`config.mk`:
```
export PLATFORM = sky130hd
export DESIGN_NAME = axpy_engine
export DESIGN_NICKNAME = d
export VERILOG_FILES = /design/src/rtl/axpy_engine_pkg.sv /design/src/rtl/axpy_engine_lane.sv /design/src/rtl/axpy_engine.sv
export SDC_FILE = /design/constraint.sdc
export NUM_CORES = 2
export LEC_CHECK = 0
export CAP_MARGIN = 5
export CORE_MARGIN = 8
export CORE_UTILIZATION = 50
export CTS_CLUSTER_DIAMETER = 80
export CTS_CLUSTER_SIZE = 25
export DETAILED_ROUTE_END_ITERATION = 10
export PLACE_DENSITY_LB_ADDON = 0.05
export SYNTH_ARGS = -nofsm -noshare
export SYNTH_HDL_FRONTEND = slang
export SYNTH_HIERARCHICAL = 1
export SYNTH_SLANG_ARGS = --single-unit
```
`constraint.sdc`:
```
create_clock -name CLK -period 9.1 [get_ports CLK]
set_clock_uncertainty 0.05 [all_clocks]
set_input_delay 1.365 -clock CLK [delete_from_list [all_inputs] [get_ports CLK]]
set_output_delay 1.365 -clock CLK [all_outputs]
set_load 0.005 [all_outputs]
```
`src/rtl/axpy_engine_pkg.sv`:
```
// rtl/axpy_engine_pkg.sv - shared constants and FSM encoding for axpy_engine
package axpy_engine_pkg;

    localparam int DEFAULT_DATA_WIDTH = 32;
    localparam int DEFAULT_ADDR_WIDTH = 8;
    localparam int DEFAULT_DEPTH      = 16;

    // Word offsets inside the register region (addresses 0..DEPTH-1)
    localparam int REG_A      = 0;
    localparam int REG_CTRL   = 1;
    localparam int REG_STATUS = 2;
    localparam int REG_LEN    = 3;

    // CTRL write bits
    localparam int CTRL_START = 0;
    localparam int CTRL_CLEAR = 1;

    // STATUS read bits
    localparam int STAT_BUSY = 0;
    localparam int STAT_DONE = 1;

    // Address regions, selected by the address bits above the buffer index
    localparam int REGION_REG = 0;
    localparam int REGION_X   = 1;
    localparam int REGION_Y   = 2;

    typedef enum logic [1:0] {
        ST_IDLE  = 2'd0,
        ST_RUN   = 2'd1,
        ST_DRAIN = 2'd2
    } state_t;

endpackage

```
`src/rtl/axpy_engine_lane.sv`:
```
// rtl/axpy_engine_lane.sv - multiply-add lane: registers a*x and y, presents a*x+y
module axpy_lane
    import axpy_engine_pkg::*;
#(
    parameter int DATA_WIDTH = DEFAULT_DATA_WIDTH,
    parameter int IDX_WIDTH  = 4
) (
    input  logic                  clk,
    input  logic                  rst_n,
    input  logic                  in_valid,
    input  logic [IDX_WIDTH-1:0]  in_idx,
    input  logic [DATA_WIDTH-1:0] a,
    input  logic [DATA_WIDTH-1:0] x,
    input  logic [DATA_WIDTH-1:0] y,
    output logic                  out_valid,
    output logic [IDX_WIDTH-1:0]  out_idx,
    output logic [DATA_WIDTH-1:0] result
);

    logic                  s1_valid;
    logic [IDX_WIDTH-1:0]  s1_idx;
    logic [DATA_WIDTH-1:0] s1_prod;
    logic [DATA_WIDTH-1:0] s1_y;

    // Stage 1: capture index, low half of the product and the addend
    always_ff @(posedge clk or negedge rst_n) begin
        if (!rst_n) begin
            s1_valid <= 1'b0;
            s1_idx   <= '0;
            s1_prod  <= '0;
            s1_y     <= '0;
        end else begin
            s1_valid <= in_valid;
            s1_idx   <= in_idx;
            s1_prod  <= a * x;
            s1_y     <= y;
        end
    end

    // Stage 2 is the buffer write in the parent, so the sum is left combinational
    assign out_valid = s1_valid;
    assign out_idx   = s1_idx;
    assign result    = s1_prod + s1_y;

endmodule

```
`src/rtl/axpy_engine.sv`:
```
// rtl/axpy_engine.sv - memory-mapped Y <- A*X + Y vector engine
module axpy_engine
    import axpy_engine_pkg::*;
#(
    parameter int DATA_WIDTH = DEFAULT_DATA_WIDTH,
    parameter int ADDR_WIDTH = DEFAULT_ADDR_WIDTH,
    parameter int DEPTH      = DEFAULT_DEPTH
) (
    input  logic                  CLK,
    input  logic                  RST,
    input  logic [DATA_WIDTH-1:0] dina_i,
    input  logic [ADDR_WIDTH-1:0] addra_i,
    input  logic                  ena_i,
    input  logic                  wea_i,
    output logic [DATA_WIDTH-1:0] douta_o,
    output logic                  busy_o,
    output logic                  done_o
);

    localparam int IDX_W = $clog2(DEPTH);
    localparam int LEN_W = IDX_W + 1;
    localparam int RGN_W = ADDR_WIDTH - IDX_W;

    logic [DATA_WIDTH-1:0] a_q;
    logic [LEN_W-1:0]      len_q;
    logic [DATA_WIDTH-1:0] x_mem [DEPTH];
    logic [DATA_WIDTH-1:0] y_mem [DEPTH];
    state_t                state_q, state_d;
    logic [LEN_W-1:0]      cnt_q, cnt_d;
    logic                  done_q;
    logic                  done_pulse_q;

    logic                  wr, rd, idle;
    logic [RGN_W-1:0]      region;
    logic [IDX_W-1:0]      offset;
    logic                  in_regs, in_x, in_y;
    logic                  start_cmd, clear_cmd;
    logic                  issue, finish, start_run, start_empty;
    logic [IDX_W-1:0]      issue_idx;
    logic [DATA_WIDTH-1:0] rd_data;

    logic                  lane_valid;
    logic [IDX_W-1:0]      lane_idx;
    logic [DATA_WIDTH-1:0] lane_result;

    assign wr      = ena_i & wea_i;
    assign rd      = ena_i & ~wea_i;
    assign idle    = (state_q == ST_IDLE);
    assign region  = addra_i[ADDR_WIDTH-1:IDX_W];
    assign offset  = addra_i[IDX_W-1:0];
    assign in_regs = (region == RGN_W'(REGION_REG));
    assign in_x    = (region == RGN_W'(REGION_X));
    assign in_y    = (region == RGN_W'(REGION_Y));

    assign start_cmd = wr & in_regs & (offset == IDX_W'(REG_CTRL)) & dina_i[CTRL_START];
    assign clear_cmd = wr & in_regs & (offset == IDX_W'(REG_CTRL)) & dina_i[CTRL_CLEAR];

    assign issue_idx = cnt_q[IDX_W-1:0];
    assign busy_o    = ~idle;
    assign done_o    = done_pulse_q;

    axpy_lane #(
        .DATA_WIDTH (DATA_WIDTH),
        .IDX_WIDTH  (IDX_W)
    ) u_lane (
        .clk       (CLK),
        .rst_n     (RST),
        .in_valid  (issue),
        .in_idx    (issue_idx),
        .a         (a_q),
        .x         (x_mem[issue_idx]),
        .y         (y_mem[issue_idx]),
        .out_valid (lane_valid),
        .out_idx   (lane_idx),
        .result    (lane_result)
    );

    // Sequencer state and issue counter
    always_ff @(posedge CLK or negedge RST) begin
        if (!RST) begin
            state_q <= ST_IDLE;
            cnt_q   <= '0;
        end else begin
            state_q <= state_d;
            cnt_q   <= cnt_d;
        end
    end

    // Next state: issue one index per RUN cycle, then wait for the lane to empty
    always_comb begin
        state_d     = state_q;
        cnt_d       = cnt_q;
        issue       = 1'b0;
        finish      = 1'b0;
        start_run   = 1'b0;
        start_empty = 1'b0;
        case (state_q)
            ST_IDLE: begin
                if (start_cmd) begin
                    if (len_q != '0) begin
                        start_run = 1'b1;
                        state_d   = ST_RUN;
                        cnt_d     = '0;
                    end else begin
                        start_empty = 1'b1;
                    end
                end
            end
            ST_RUN: begin
                issue = 1'b1;
                cnt_d = cnt_q + LEN_W'(1);
                if (cnt_q == len_q - LEN_W'(1)) begin
                    state_d = ST_DRAIN;
                end
            end
            ST_DRAIN: begin
                if (!lane_valid) begin
                    finish  = 1'b1;
                    state_d = ST_IDLE;
                end
            end
            default: state_d = ST_IDLE;
        endcase
    end

    // Scalar and length registers, host-writable only while idle
    always_ff @(posedge CLK or negedge RST) begin
        if (!RST) begin
            a_q   <= '0;
            len_q <= '0;
        end else if (wr && idle && in_regs) begin
            if (offset == IDX_W'(REG_A)) begin
                a_q <= dina_i;
            end
            if (offset == IDX_W'(REG_LEN)) begin
                if (dina_i > DATA_WIDTH'(DEPTH)) begin
                    len_q <= LEN_W'(DEPTH);
                end else begin
                    len_q <= dina_i[LEN_W-1:0];
                end
            end
        end
    end

    // X buffer, host-writable only while idle
    always_ff @(posedge CLK or negedge RST) begin
        if (!RST) begin
            for (int i = 0; i < DEPTH; i++) begin
                x_mem[i] <= '0;
            end
        end else if (wr && idle && in_x) begin
            x_mem[offset] <= dina_i;
        end
    end

    // Y buffer: host writes while idle, lane writeback while running
    always_ff @(posedge CLK or negedge RST) begin
        if (!RST) begin
            for (int i = 0; i < DEPTH; i++) begin
                y_mem[i] <= '0;
            end
        end else begin
            if (wr && idle && in_y) begin
                y_mem[offset] <= dina_i;
            end
            if (lane_valid) begin
                y_mem[lane_idx] <= lane_result;
            end
        end
    end

    // Sticky done flag and one-cycle completion pulse; a start beats a clear
    always_ff @(posedge CLK or negedge RST) begin
        if (!RST) begin
            done_q       <= 1'b0;
            done_pulse_q <= 1'b0;
        end else begin
            done_pulse_q <= finish | start_empty;
            if (finish || start_empty) begin
                done_q <= 1'b1;
            end else if (start_run || clear_cmd) begin
                done_q <= 1'b0;
            end
        end
    end

    // Read mux; a Y read that meets the writeback of the same index sees the new value
    always_comb begin
        rd_data = '0;
        if (in_regs) begin
            if (offset == IDX_W'(REG_A)) begin
                rd_data = a_q;
            end else if (offset == IDX_W'(REG_STATUS)) begin
                rd_data[STAT_BUSY] = ~idle;
                rd_data[STAT_DONE] = done_q;
            end else if (offset == IDX_W'(REG_LEN)) begin
                rd_data = DATA_WIDTH'(len_q);
            end
        end else if (in_x) begin
            rd_data = x_mem[offset];
        end else if (in_y) begin
            if (lane_valid && (lane_idx == offset)) begin
                rd_data = lane_result;
            end else begin
                rd_data = y_mem[offset];
            end
        end
    end

    // Registered read data, zero on any cycle without a read
    always_ff @(posedge CLK or negedge RST) begin
        if (!RST) begin
            douta_o <= '0;
        end else if (rd) begin
            douta_o <= rd_data;
        end else begin
            douta_o <= '0;
        end
    end

endmodule

```
======== Yosys cells after proc, flatten, opt, wreduce, memory -nomap -nowiden ========
Cells that the tools add are included.
word-level totals
  flip-flop bits (word level) ............. 1171
  input bits .............................. 44
  output and inout bits ................... 34
  word-level logic and storage cells ...... 147
operators by class
  add/subtract/negate cells ............... 3
  multiply operators ...................... 1
  order comparisons ....................... 6
  equal/unequal tests ..................... 13
  muxes and demuxes ....................... 50
  bitwise operators ....................... 12
  reductions and logical operators ........ 19
operator list
  operator             count
  $bwmux 512           3
  $mux 512             2
  $bmux 32 s4          4
  $mux 32              16
  $demux 32 s4         2
  $add 32x32->32       1
  $gt 32x5->1 const B  1
  $mul 32x32->32       1
  $mux 30              1
  $mux 5               4
  $ge 5x5->1 const B   3
  $not 4->5            3
  $eq 4x2->1 const B   3
  $mux 1               11
  $lt 5x1->1 const B   2
  $mux 2               5
  $pmux 5 s2           1
  $eq 4x1->1 const B   2
  $logic_not 4->1      2
  $logic_and 1x1->1    7
  $and 1x1->1          6
  $pmux 2 s3           1
  $add 5x1->5 const B  1
  $eq 5x5->1           1
  other kinds (15)     21

======== Longest topological paths before layout ========
  word-level depth ........................ 9
  mapped depth ............................ 32
  depth with buffers taken out ............ 27

======== Cells and area by module ========
The synthesis kept the hierarchy.
modules (own cells, without submodules)
  module       times used  cells an instance  area an instance (um^2)  sequential area each (um^2)
  axpy_engine  1           4880               62034.5                  27576.4
  axpy_lane    1           2035               18928.2                  1726.7

======== Least setup slack after synthesis ========
No wires, ideal clock.
  kind .................................... register to register
  from .................................... reg cnt_q[0]
  to ...................................... reg u_lane.s1_prod[26]
  library setup time ...................... 0.080 ns
  arrival time ............................ 8.187 ns
  data required time ...................... 8.970 ns
  slack ................................... 0.783 ns
  stages on the path, launching flop included .. 29
  path buffers ............................ 5
  clock period less this slack ............ 8.317 ns
  path through ............................ dfrtp_1 > clkbuf_1 > clkbuf_1 > buf_2 > mux4_2 > mux4_2 > clkbuf_1 > clkbuf_1 > and2_1 > fa_1 > inv_1 > fa_1 > fa_1 > fa_1 > inv_1 > fa_1 > inv_1 > fa_1 > inv_1 > fa_1 > fa_1 > ha_1 > and2_1 > nand3_1 > a21oi_1 > or3b_1 > a31o_2 > a21oi_1 > xnor2_1
on the way
  longest elaborated chain between the ends .. 5
ends and longest elaborated chain
  element                                     line                    text
  start: declaration                          axpy_engine.sv:29       logic [LEN_W-1:0] cnt_q, cnt_d;
  start signal: assignment                    axpy_engine.sv:85       cnt_q <= cnt_d;
  $not 4->5 (not written as such)             axpy_engine.sv:71       .x (x_mem[issue_idx]),
  $bmux 32 s4                                 axpy_engine.sv:71
  $mux 32 (not written as such) (2 in a row)  axpy_engine.sv:71
  $mul 32x32->32                              axpy_engine_lane.sv:35  s1_prod <= a * x;
  end signal: assignment                      axpy_engine_lane.sv:35
  end: declaration                            axpy_engine_lane.sv:22  logic [DATA_WIDTH-1:0] s1_prod;
No other way between the ends. The select of a mux whose other input is x is not followed.
A chain may end at the register's enable or synchronous reset.

======== Final worst setup path ========
  from .................................... reg cnt_q[1]
  to ...................................... reg u_lane.s1_prod[31]
The elaborated chain is that of the path after synthesis.

==> impl_metrics.csv <==
group,metric,value,unit
detailed_routing,drt_wl_total,293000,um
grt,first_global_vias,58600,
grt,grt.busiest_layer,"met2",
cells_and_area,drive_gt1_share,23.7,%
cells_and_area,n_fill_cell,13900,
cells_and_area,area_delta_synth_final,7.63,%
power,leakage,0.0376,uW
place,dp_slack,0.467,ns
clock_network,root_buffer,"clkbuf_16",
clock_network,numCtsBuffers,85,
power,netSwitchingPower,3450,uW
status,status,"complete, no violations",
synth,synth_fa_ha_area_share,12.5,%
synth,ys_seq_area_share,36.2,%
power,powerDensity,130,nW/um^2
sta,min_period,8.75,ns
power,power_frac_comb,12.4,%
grt,globalRouteMet3Util,6.76,%
clock_network,clk_latency,0.76,ns
grt,grt_pass1_wl,428000,um
sta,tns,0,ns
detailed_routing,ant_nets,0,
power,seqPwrFrac,48.3,%
detailed_routing,vias_per_cell,6.49,
run,drv_cap,0,
synth,synth_cell_types,78,
detailed_routing,drt_iter0_markers,6424,
detailed_routing,routedWlPerCell,33.1,um
synth,synth_top_family_by_area,"multiplexers",
die,initial_core_util,50.4,%
synth,yosys-mux-area-fraction,30.1,%
synth,syn-num-nets,7524,
setup_path,critPathKind,"register to register",
synth,synth_simple_gate_area_share,7.94,%
setup_path,slowest_stage,"mux4_2",
synth,yosysWarnings,6,
worst_hold_path,min_path_type,"register to register",
sta,final.period_utilization,96.1,%
synth,synth_compound_area_share,6.53,%
sta,fmax,0.114,GHz
place,globalplace.congestion,0.917,
sta,rsz0062_at_grt,"no",
clock_network,clockBufferDepth,3,
grt,antenna_found_initial,13,
power,p_sw_share,30.4,%
grt,grt_max_degree,174,
clock_network,post-cts-setup-buffer-count,0,
sta,hold-worst-slack,0.473,ns
power,intPower,7900,uW
setup_path,critPathLaunchType,"register",
clock_network,htreeDepth,3,
place,place_hpwl,186000,um
die,die_y,418,um
setup_path,end_kind,"register",
detailed_routing,drc,0,
clock_network,cts_resized,0,
synth,synthXorXnorAreaFrac,1.32,%
setup_path,cp.arrival,9.35,ns
clock_network,clk_pin_slew,0.09,ns
die,boundaryPins,78,
setup_path,cp.required,9.71,ns
grt,gr-usage-met1,46.9,%
synth,synth_edf_count,0,
sta,setup_viol,0,
power,ir_drop,0.192,mV
setup_path,path_common_cell,"fa_1",
sta,slew_headroom,5.60,%
sta,setup_ws,0.355,ns
place,portBuffers,77,
die,die_w,418,um
grt,grt_overflow,0,
synth,async_reset_ff_share,100,%
detailed_routing,first_pass_iters,6,
synth,syn_inst,6915,
die,fp.coreArea,161000,sq um
sta,tightest_slew,1.42,ns
synth,synth-seq-cells,1171,
clock_network,cts.sinks,1171,
grt,grt.met2_usage,51.4,%
die,row_count,147,
sta,drv_slew,0,
setup_path,path_max_fanout,31,
setup_path,max_stage_delay,0.79,ns
detailed_routing,vias,57500,
power,pwr-share-clk,39.4,%
clock_network,cts_tree,"done",
synth,ys.flop_type,"dfrtp_1",
clock_network,hold_buffers,0,
grt,grt_usage,33.4,%
cells_and_area,nets,7230,
synth,syn_avg_cell_area,11.7,sq um
die,die_area,175000,sq um
sta,hold_viol_final,0,
synth,syn-cell-area,81000,sq um
==> worst max-delay path: cells and delay by family (launching register included) <==
kind                       cells  cell delay [ns]
xor gates and xnor gates       1             0.13
and+or+nand+nor                3             0.49
muxes                          2             1.14
DFF                            1             0.74
buffers and inverters          5             0.52
adders and majority gates      9             4.37
AOI/OAI and AO/OA              6             1.15
==> synthesized netlist by cell type, types with 12 or more instances <==
library cell     n  area, sq um
dfrtp_1       1171        29300
mux2_2         536         6040
a31oi_1         14         87.6
xnor2_1         99          867
clkbuf_1       468         1760
mux2i_1        551         5520
nor2_1          64          240
xor2_1          23          201
fa_1           409         8190
mux4_2         568        12800
nand2b_1        15         93.8
a21o_1          20          150
nor2b_1         20          125
o21ai_1         93          465
a21oi_1         82          410
o22ai_1         30          188
inv_1          415         1560
a22oi_1         72          541
and2_1         283         1770
buf_1           42          158
ha_1           156         1950
a221oi_1        41          359
nand2_1        873         3280
and3_1          12         75.1
nand3_1         41          205
buf_2          147          736
nor3_1          40          200
o211ai_1        12         90.1
o21ai_0        469         2350
==> per-layer routing <==
metal	vias up	part of all wire, %
met1	30400	41
met5	-	0
met2	2780	45
li1	23700	-
met4	0	4.9
met3	647	8.8
==> cells by family (layout without fill, tap and decap cells) <==
family                   Yosys count  after routing
multiplexers                    1655           1655
AND/OR/NAND/NOR                 1404           1404
flip-flops                      1171           1171
buffers and inverters           1092            870
AO/OA/AOI/OAI                    906            906
adder cells (fa/ha/maj)          565            565
XOR/XNOR                         122            122
other                              0              3
==> state kept, by name, indices dropped and copies added, names as in the netlist <==
register and cells:
a_q 32, cnt_q 5, done_o 1, done_q 1
douta_o 32, len_q 5, state_q 2, u_lane/out_idx 4
u_lane/out_valid 1, u_lane/s1_prod 32, u_lane/s1_y 32, x_mem 512
y_mem 512
==> cells in the final DEF, fill, tap and decap left out, drive strengths merged, types with 9 or more instances in the layout <==
| cell type | n |
|---|---|
| and2 | 283 |
| nand2 | 873 |
| clkbuf | 92 |
| xor2 | 23 |
| nand2b | 15 |
| o211ai | 12 |
| mux2 | 536 |
| buf | 226 |
| mux4 | 568 |
| o21a | 9 |
| nor2 | 66 |
| inv | 451 |
| nor4 | 12 |
| dfrtp | 1171 |
| a21o | 20 |
| a221oi | 41 |
| o21ai | 562 |
| nor2b | 20 |
| clkinv | 24 |
| ha | 156 |
| a211oi | 9 |
| mux2i | 551 |
| xnor2 | 99 |
| nand3 | 41 |
| clkdlybuf4s50 | 70 |
| fa | 409 |
| o22ai | 30 |
| a21oi | 82 |
| a22oi | 72 |
| a31oi | 15 |
| nor3 | 44 |
| and3 | 12 |
==> final cells by class <==
type | instances | area (sq um) | share of cell area, %
tap | 2160 | 2700 | 3.10
inverter | 415 | 1560 | 1.79
multi-input combinational | 4652 | 47800 | 54.8
clock buffer | 92 | 2240 | 2.57
antenna | 3 | 7.51 | 0.00862
sequential | 1171 | 29300 | 33.6
timing repair buffer | 296 | 2570 | 2.95
clock inverter | 67 | 978 | 1.12
==> through the flow <==
step	instances	utilization, %	instance area [sq um]	total power [uW]
after floorplan	6915	-	81000	6320
after global placement	8694	52.2	83900	6950
after detailed placement	8694	52.2	83900	6960
after CTS	8853	54.2	87100	11400
after global routing	8853	54.2	87100	11700
final	8856	54.2	87100	11400
==> worst paths after layout <==
check                                       start                           end  depth (start not counted)  slack, ns
max                          cnt_q[1]$_DFFE_PN0P_  u_lane/s1_prod[31]$_DFF_PN0_                         26       0.35
min                        x_mem[388]$_DFFE_PN0P_        x_mem[388]$_DFFE_PN0P_                          2       0.47
max reg2reg                  cnt_q[1]$_DFFE_PN0P_  u_lane/s1_prod[31]$_DFF_PN0_                         26       0.35
min reg2reg                x_mem[388]$_DFFE_PN0P_        x_mem[388]$_DFFE_PN0P_                          2       0.47
max in group asynchronous                     RST           y_mem[68]$_DFF_PN0_                          3       6.07
min in group asynchronous                     RST         x_mem[21]$_DFFE_PN0P_                          1       0.52
==> power groups by stage <==
stage          registers [uW]  logic (uW)  clock network, uW
2_1_floorplan            5510         816                  0
3_3_place_gp             5570        1380                  0
3_5_place_dp             5570        1390                  0
4_1_cts                  5470        1390               4560
5_1_grt                  5490        1480               4720
6_report                 5480        1410               4470
Power figures use the tool's default switching activity.
